===== config.mk =====
export PLATFORM = sky130hd
export DESIGN_NAME = counter_v2
export DESIGN_NICKNAME = d
export VERILOG_FILES = /design/src/rtl/counter_v2.sv
export SDC_FILE = /design/constraint.sdc
export NUM_CORES = 1
export LEC_CHECK = 0
export CORE_ASPECT_RATIO = 0.75
export CORE_MARGIN = 4
export CORE_UTILIZATION = 56
export DETAILED_ROUTE_END_ITERATION = 6
export GPL_TIMING_DRIVEN = 0
export PLACE_DENSITY = 0.87
export SETUP_SLACK_MARGIN = 0.3
export SYNTH_ARGS = -nofsm -noshare
export SYNTH_HDL_FRONTEND = slang
export SYNTH_SLANG_ARGS = --single-unit

===== constraint.sdc =====
create_clock -name clk -period 3.9 [get_ports clk]
set_clock_uncertainty 0.1 [all_clocks]
set_input_delay 0.975 -clock clk [delete_from_list [all_inputs] [get_ports clk]]
set_output_delay 0.975 -clock clk [all_outputs]
set_load 0.01 [all_outputs]

===== src/rtl/counter_v2.sv =====
// counter_v2: bounded up/down counter with load, terminal-count pulse and a
// sticky bound-crossing flag. The count range is 0..limit (inclusive), with
// limit sampled every cycle. At a bound the counter either wraps to the
// opposite bound or holds, depending on SATURATE.
//
// Control priority at each rising edge: rst low > load > en > hold.
// All outputs come straight from flops; there is no input-to-output
// combinational path.
module counter_v2 #(
   parameter int          WIDTH     = 10,  // 2..32
   parameter int          SATURATE  = 0,   // 0 = wrap at bounds, 1 = hold at bounds
   parameter int unsigned RESET_VAL = 0    // count loaded by reset
) (
   input  logic             clk,
   input  logic             rst,       // synchronous, active-low
   input  logic             en,
   input  logic             mode,      // 1 = up, 0 = down
   input  logic             load,
   input  logic [WIDTH-1:0] load_val,
   input  logic [WIDTH-1:0] limit,
   output logic [WIDTH-1:0] cnt,
   output logic             tc,
   output logic             ovf
);

   localparam logic [WIDTH-1:0] RESET_CNT = WIDTH'(RESET_VAL);
   localparam logic [WIDTH-1:0] ZERO      = '0;
   localparam logic [WIDTH-1:0] ONE       = WIDTH'(1);

   logic [WIDTH-1:0] cnt_q, cnt_d;
   logic             tc_q,  tc_d;
   logic             ovf_q, ovf_d;

   // Next-state logic: load clamps to limit; an enabled step either moves by
   // one or, at a bound, wraps/holds and raises both tc and ovf. The up-bound
   // test is cnt >= limit (never cnt+1 > limit), so limit = all-ones cannot
   // overflow the comparison. A count left above a lowered limit is pulled
   // back to limit on a down step without counting as a bound event.
   always_comb begin
      cnt_d = cnt_q;
      tc_d  = 1'b0;
      ovf_d = ovf_q;
      if (load) begin
         cnt_d = (load_val > limit) ? limit : load_val;
         ovf_d = 1'b0;
      end else if (en) begin
         if (mode) begin
            if (cnt_q < limit) begin
               cnt_d = cnt_q + ONE;
            end else begin
               cnt_d = (SATURATE != 0) ? limit : ZERO;
               tc_d  = 1'b1;
               ovf_d = 1'b1;
            end
         end else begin
            if (cnt_q > limit) begin
               cnt_d = limit;
            end else if (cnt_q != ZERO) begin
               cnt_d = cnt_q - ONE;
            end else begin
               cnt_d = (SATURATE != 0) ? ZERO : limit;
               tc_d  = 1'b1;
               ovf_d = 1'b1;
            end
         end
      end
   end

   // State registers with synchronous active-low reset overriding everything.
   always_ff @(posedge clk) begin
      if (!rst) begin
         cnt_q <= RESET_CNT;
         tc_q  <= 1'b0;
         ovf_q <= 1'b0;
      end else begin
         cnt_q <= cnt_d;
         tc_q  <= tc_d;
         ovf_q <= ovf_d;
      end
   end

   assign cnt = cnt_q;
   assign tc  = tc_q;
   assign ovf = ovf_q;

endmodule


# Word level (Yosys, flattened, before mapping)
# Index checks and enable logic that the tools add are counted.
[totals]
register_bits = 12
inputBits = 25
out_inout_bits = 12
wordCells = 33
[op_classes]
addsub = 2
order_cmp = 3
n_eq_ne = 3
mux = 15
bitwise = 2
reduce_logical = 5
[ops]
columns = ["cell", "n"]
rows = [
  ["$mux 10", 7],
  ["$gt 10x10->1", 2],
  ["$add 10x1->10 const B", 1],
  ["$lt 10x10->1", 1],
  ["$reduce_bool 10->1", 1],
  ["$sub 10x1->10 const B", 1],
  ["$mux 1", 8],
  ["$ne 2x2->1 const B", 3],
  ["$reduce_and 4->1", 1],
  ["$reduce_or 3->1", 1],
  ["$not 1->1", 2],
  ["$reduce_bool 2->1", 1],
  ["$reduce_or 2->1", 1],
]

# Logic depth before layout (Yosys ltp)
[depth]
word_depth = 6
depth_mapped = 9
ltp_nobuf = 8

# Worst setup path before layout
# Ideal clock, no wire load.
[synth_path]
kind = "input port to flip-flop"
from = "in limit[7]"
to = "reg cnt_q[5], in the netlist cnt[5]"
setup_time_ps = 95
arrival_time_ps = 2624
required_time_ps = 3705
path_slack_ps = 1080
path_stages = 8
n_path_buf = 0
path_cell_list = "inv_1 ha_1 a211o_1 a2bb2oi_1 a31oi_1 a21boi_4 o221ai_1 a221oi_1"
[synth_between]
elab_chain_len = 5
elab_cells_between_ends = 9
classes_between = "3 x order compare; 6 x mux"
[synth_rtl]
columns = ["item", "line_no", "text"]
rows = [
  ["start, declared", "20", "input logic [WIDTH-1:0] limit,"],
  ["$gt 10x10->1 / $lt 10x10->1 (equally long branches)", "56, 48", ""],
  ["$mux 10 (on tied branches)", "56, 48", ""],
  ["$mux 10", "47", "if (mode) begin"],
  ["$mux 10", "46", "end else if (en) begin"],
  ["$mux 10 *", "43", "if (load) begin"],
  ["end signal, assigned", "76", "cnt_q <= cnt_d;"],
  ["end, declared", "30", "logic [WIDTH-1:0] cnt_q, cnt_d;"],
]
# Every way passes the cells marked *; elsewhere a longest branch is shown, timed or not. The select of a mux whose other input is x is not followed.
# A chain may end at the register's enable or synchronous reset.

# Worst setup path after layout
[layout_path]
from = "in limit[3]"
to = "reg cnt_q[9], in the netlist cnt[9]"
# The elaborated chain is that of the path after synthesis.

==> flow_metrics.env <==
export IMPL_status="finished clean"
export IMPL_ys_flop_type="dfxtp_1"
export IMPL_die_area_sq_um=4030
export IMPL_fmax_mhz=290
export IMPL_p_leak_nw=0.966
export IMPL_grt_setup_unrepaired="false"
export IMPL_cts_buffers=3
export IMPL_avgRoutedWirePerCell_um=16.6
export IMPL_setup_violations=0
export IMPL_yosysTopAreaCell="ha_1"
export IMPL_fill_cells=240
export IMPL_power_w=0.000614
export IMPL_syn_to_final_growth_pct=27.8
export IMPL_hold_worst_slack_ns=0.396
export IMPL_start_util_pct=58.7
export IMPL_synth_area_leaders="ha_1 (16%), dfxtp_1 (14%), xnor2_1 (6.6%), mux2i_1 (5.8%), o221ai_1 (4.6%)"
export IMPL_synth_compound_area_share_pct=28.5
export IMPL_min_to="ovf"
export IMPL_drt_iter0_drc=184
export IMPL_fin_crit_ns=3.45
export IMPL_hold_path_depth=1
export IMPL_worst_setup_path_start_kind="input pin"
export IMPL_critPathMaxFanout=8
export IMPL_powerDensity_nw_per_um2=279
export IMPL_cts_num_sinks=12
export IMPL_synth_edf_count=0
export IMPL_numPortBuffers=36
export IMPL_clk_latency_ns=0.24
export IMPL_hold_viol=0
export IMPL_hpwl_um=3750
export IMPL_syn_avg_cell_area_sq_um=8.32
export IMPL_grt_first_pass_wirelength_um=7680
export IMPL_h_tree_depth=1
export IMPL_worstPathCellList="clkdlybuf4s50_1 > inv_1 > ha_1 > a211oi_1 > a2bb2oi_2 > a31oi_1 > a21boi_4 > buf_4 > o221ai_2 > a221oi_2"
export IMPL_syn_inst=207
export IMPL_core_sq_um=2940
export IMPL_dr_total_vias=1777
export IMPL_syn_nets=254
export IMPL_final_antenna_net_count=0
export IMPL_peakVddDrop_v=0.000217
export IMPL_r2r_cells=8
export IMPL_synth_cell_types=49
export IMPL_slew_violations=0
export IMPL_ys_warn_count=0
export IMPL_synth_top_family_by_area="compound AO/OA/AOI/OAI gates"
export IMPL_finalNetCount=298
export IMPL_drc=0
export IMPL_ys_seq_area_share_pct=14.0
export IMPL_syn_area_sq_um=1720
export IMPL_max_cap_violations=0
export IMPL_clock_path_buffers=2
export IMPL_critPathKind="in2reg"
export IMPL_drive_above_1_share_pct=13.3
export IMPL_setup_tns_final_ns=0
export IMPL_cp_arrival_ns=3.50
export IMPL_synthXorXnorAreaFrac_pct=7.63
export IMPL_vias_per_cell=6.19
export IMPL_num_rows=17
export IMPL_period_share_pct=88.4
export IMPL_r2r_setup_slack_ns=1.34
export IMPL_antenna_found_initial=0
export IMPL_hold_start="ovf"
export IMPL_io_pin_count=37
export IMPL_cts_hold_buf=0
export IMPL_slew_headroom_pct=67.2
export IMPL_postLayoutCellArea_sq_um=2200
export IMPL_root_buffer="clkbuf_8"
export IMPL_dpl_instance_area_sq_um=2130
export IMPL_diodes=0
export IMPL_yosys_area_share_simple_pct=19.3
export IMPL_async_reset_ff_share_pct=0
export IMPL_end_kind="flop"
export IMPL_first_pass_iters=5
export IMPL_hold_class="reg2reg"
export IMPL_required_ns=3.96
export IMPL_slowest_delay_ns=0.52
export IMPL_ys_seq_elements=12
export IMPL_tightestPinTransition_ns=0.489
export IMPL_grt_pass1_vias=1624
export IMPL_synth_adder_area_share_pct=16.0
export IMPL_grtUsageTotal_pct=23.9
export IMPL_r2r_end="cnt[9]"
export IMPL_slowest_stage="clkdlybuf4s50_1"
export IMPL_synth_mux_area_fraction_pct=5.81
export IMPL_cts_tree="yes"
export IMPL_die_x_um=72.0
export IMPL_synth_top_area_share_pct=16.0
export IMPL_die_height_um=56.0
export IMPL_grt_overflow_total=0
export IMPL_drt_wl_total_um=4770
export IMPL_finalWeightedCongestion=0.934
export IMPL_clk_pin_slew_ns=0.06
export IMPL_r2r_start="cnt[7]"
export IMPL_grt_max_degree=11
==> critical path, delay by kind of cell <==
family / cells / cell delay (ns)
adders and majority gates: 1 / 0.31
AOI/OAI and AO/OA: 6 / 1.46
buffers and inverters: 3 / 0.77
==> flip-flops by register name, indices dropped and copies added, names as in the netlist <==
name / flops
tc: 1
cnt: 10
ovf: 1
==> metrics by stage <==
stage / setup WS [ns] / instances / util, %
floorplan: 1.08 / 207 / -
global placement: 0.234 / 281 / 72.5
detailed placement: 0.195 / 281 / 72.5
CTS: 0.410 / 284 / 74.0
global route: 0.328 / 287 / 74.9
finish: 0.453 / 287 / 74.9
==> routing by layer <==
| layer | wire, um | vias up | global-route usage [%] |
|---|---|---|---|
| met5 | 0 | - | 0 |
| met4 | 59 | 0 | 3.22 |
| met3 | 436 | 7 | 4.87 |
| met2 | 2130 | 95 | 38.9 |
| met1 | 2150 | 801 | 33.2 |
| li1 | - | 874 | - |
==> layout make-up <==
cell class / instances / area (sq um) / area share (%)
plain buffers: 9 / 88.8 / 4.04
flip-flops and latches: 12 / 240 / 10.9
well taps: 38 / 47.5 / 2.16
inverters: 17 / 63.8 / 2.90
clock buffers: 3 / 41.3 / 1.88
multi-input cells: 169 / 1340 / 60.7
repair buffers: 39 / 383 / 17.4
==> logic make-up (layout without fill, tap and decap cells) <==
family                   after synthesis  in the layout
AO/OA/AOI/OAI                         65             65
AND/OR/NAND/NOR                       57             57
buffers and inverters                 26             68
adder cells (fa/ha/maj)               22             22
XOR/XNOR                              15             15
flip-flops                            12             12
multiplexers                          10             10
==> cell usage after synthesis (2+ instances only) <==
master and n:
a31o_2 2, nand2_1 20, clkbuf_8 2, o221ai_1 9, nand2b_1 4, xor2_1 2
a21o_1 2, inv_1 16, nor2_1 7, nand3_1 5, mux2i_1 10, a21oi_1 15
o21ai_0 12, xnor2_1 13, ha_1 22, nor2b_1 2, a211o_1 2, o21a_1 2
buf_6 3, or2_2 2, a211oi_1 4, nor3_2 3, nand4_1 5, a221oi_2 2
clkbuf_1 2, a221oi_1 4, o221ai_2 2, dfxtp_1 12
==> layout by cell type (no fill, tap or decap), types with 5 or more instances in the layout <==
cell type	instances
nor2_1	7
clkbuf_8	5
nand2_1	20
nand4_1	5
dfxtp_1	12
xnor2_1	13
a21oi_1	15
ha_1	22
inv_1	16
mux2i_1	10
clkdlybuf4s50_1	36
o221ai_1	9
nand3_1	5
o21ai_0	12
==> report_power, final <==
| part | switching [W] | internal, W |
|---|---|---|
| logic | 0.000171 | 0.000169 |
| registers | 0.0000208 | 0.000135 |
| clock network | 0.0000501 | 0.0000684 |
| total | 0.000242 | 0.000372 |
==> how the worst max path moves through the flow <==
stage / startpoint / endpoint / slack (ns) / depth (start not counted)
after floorplan: limit[7] / cnt[5] / 1.08 / 8
after global placement: limit[7] / cnt[5] / 0.23 / 9
after detailed placement: limit[3] / cnt[5] / 0.20 / 9
after CTS: limit[3] / cnt[5] / 0.41 / 9
after global routing: limit[3] / cnt[9] / 0.33 / 10
final: limit[3] / cnt[9] / 0.45 / 10
==> repair_timing <==
item	CTS	global route
buffers inserted	0	3
gates resized for setup	0	1
endpoints found under the hold margin	0	0
endpoints found under the setup margin	0	2
(Power assumes the default switching activity.)
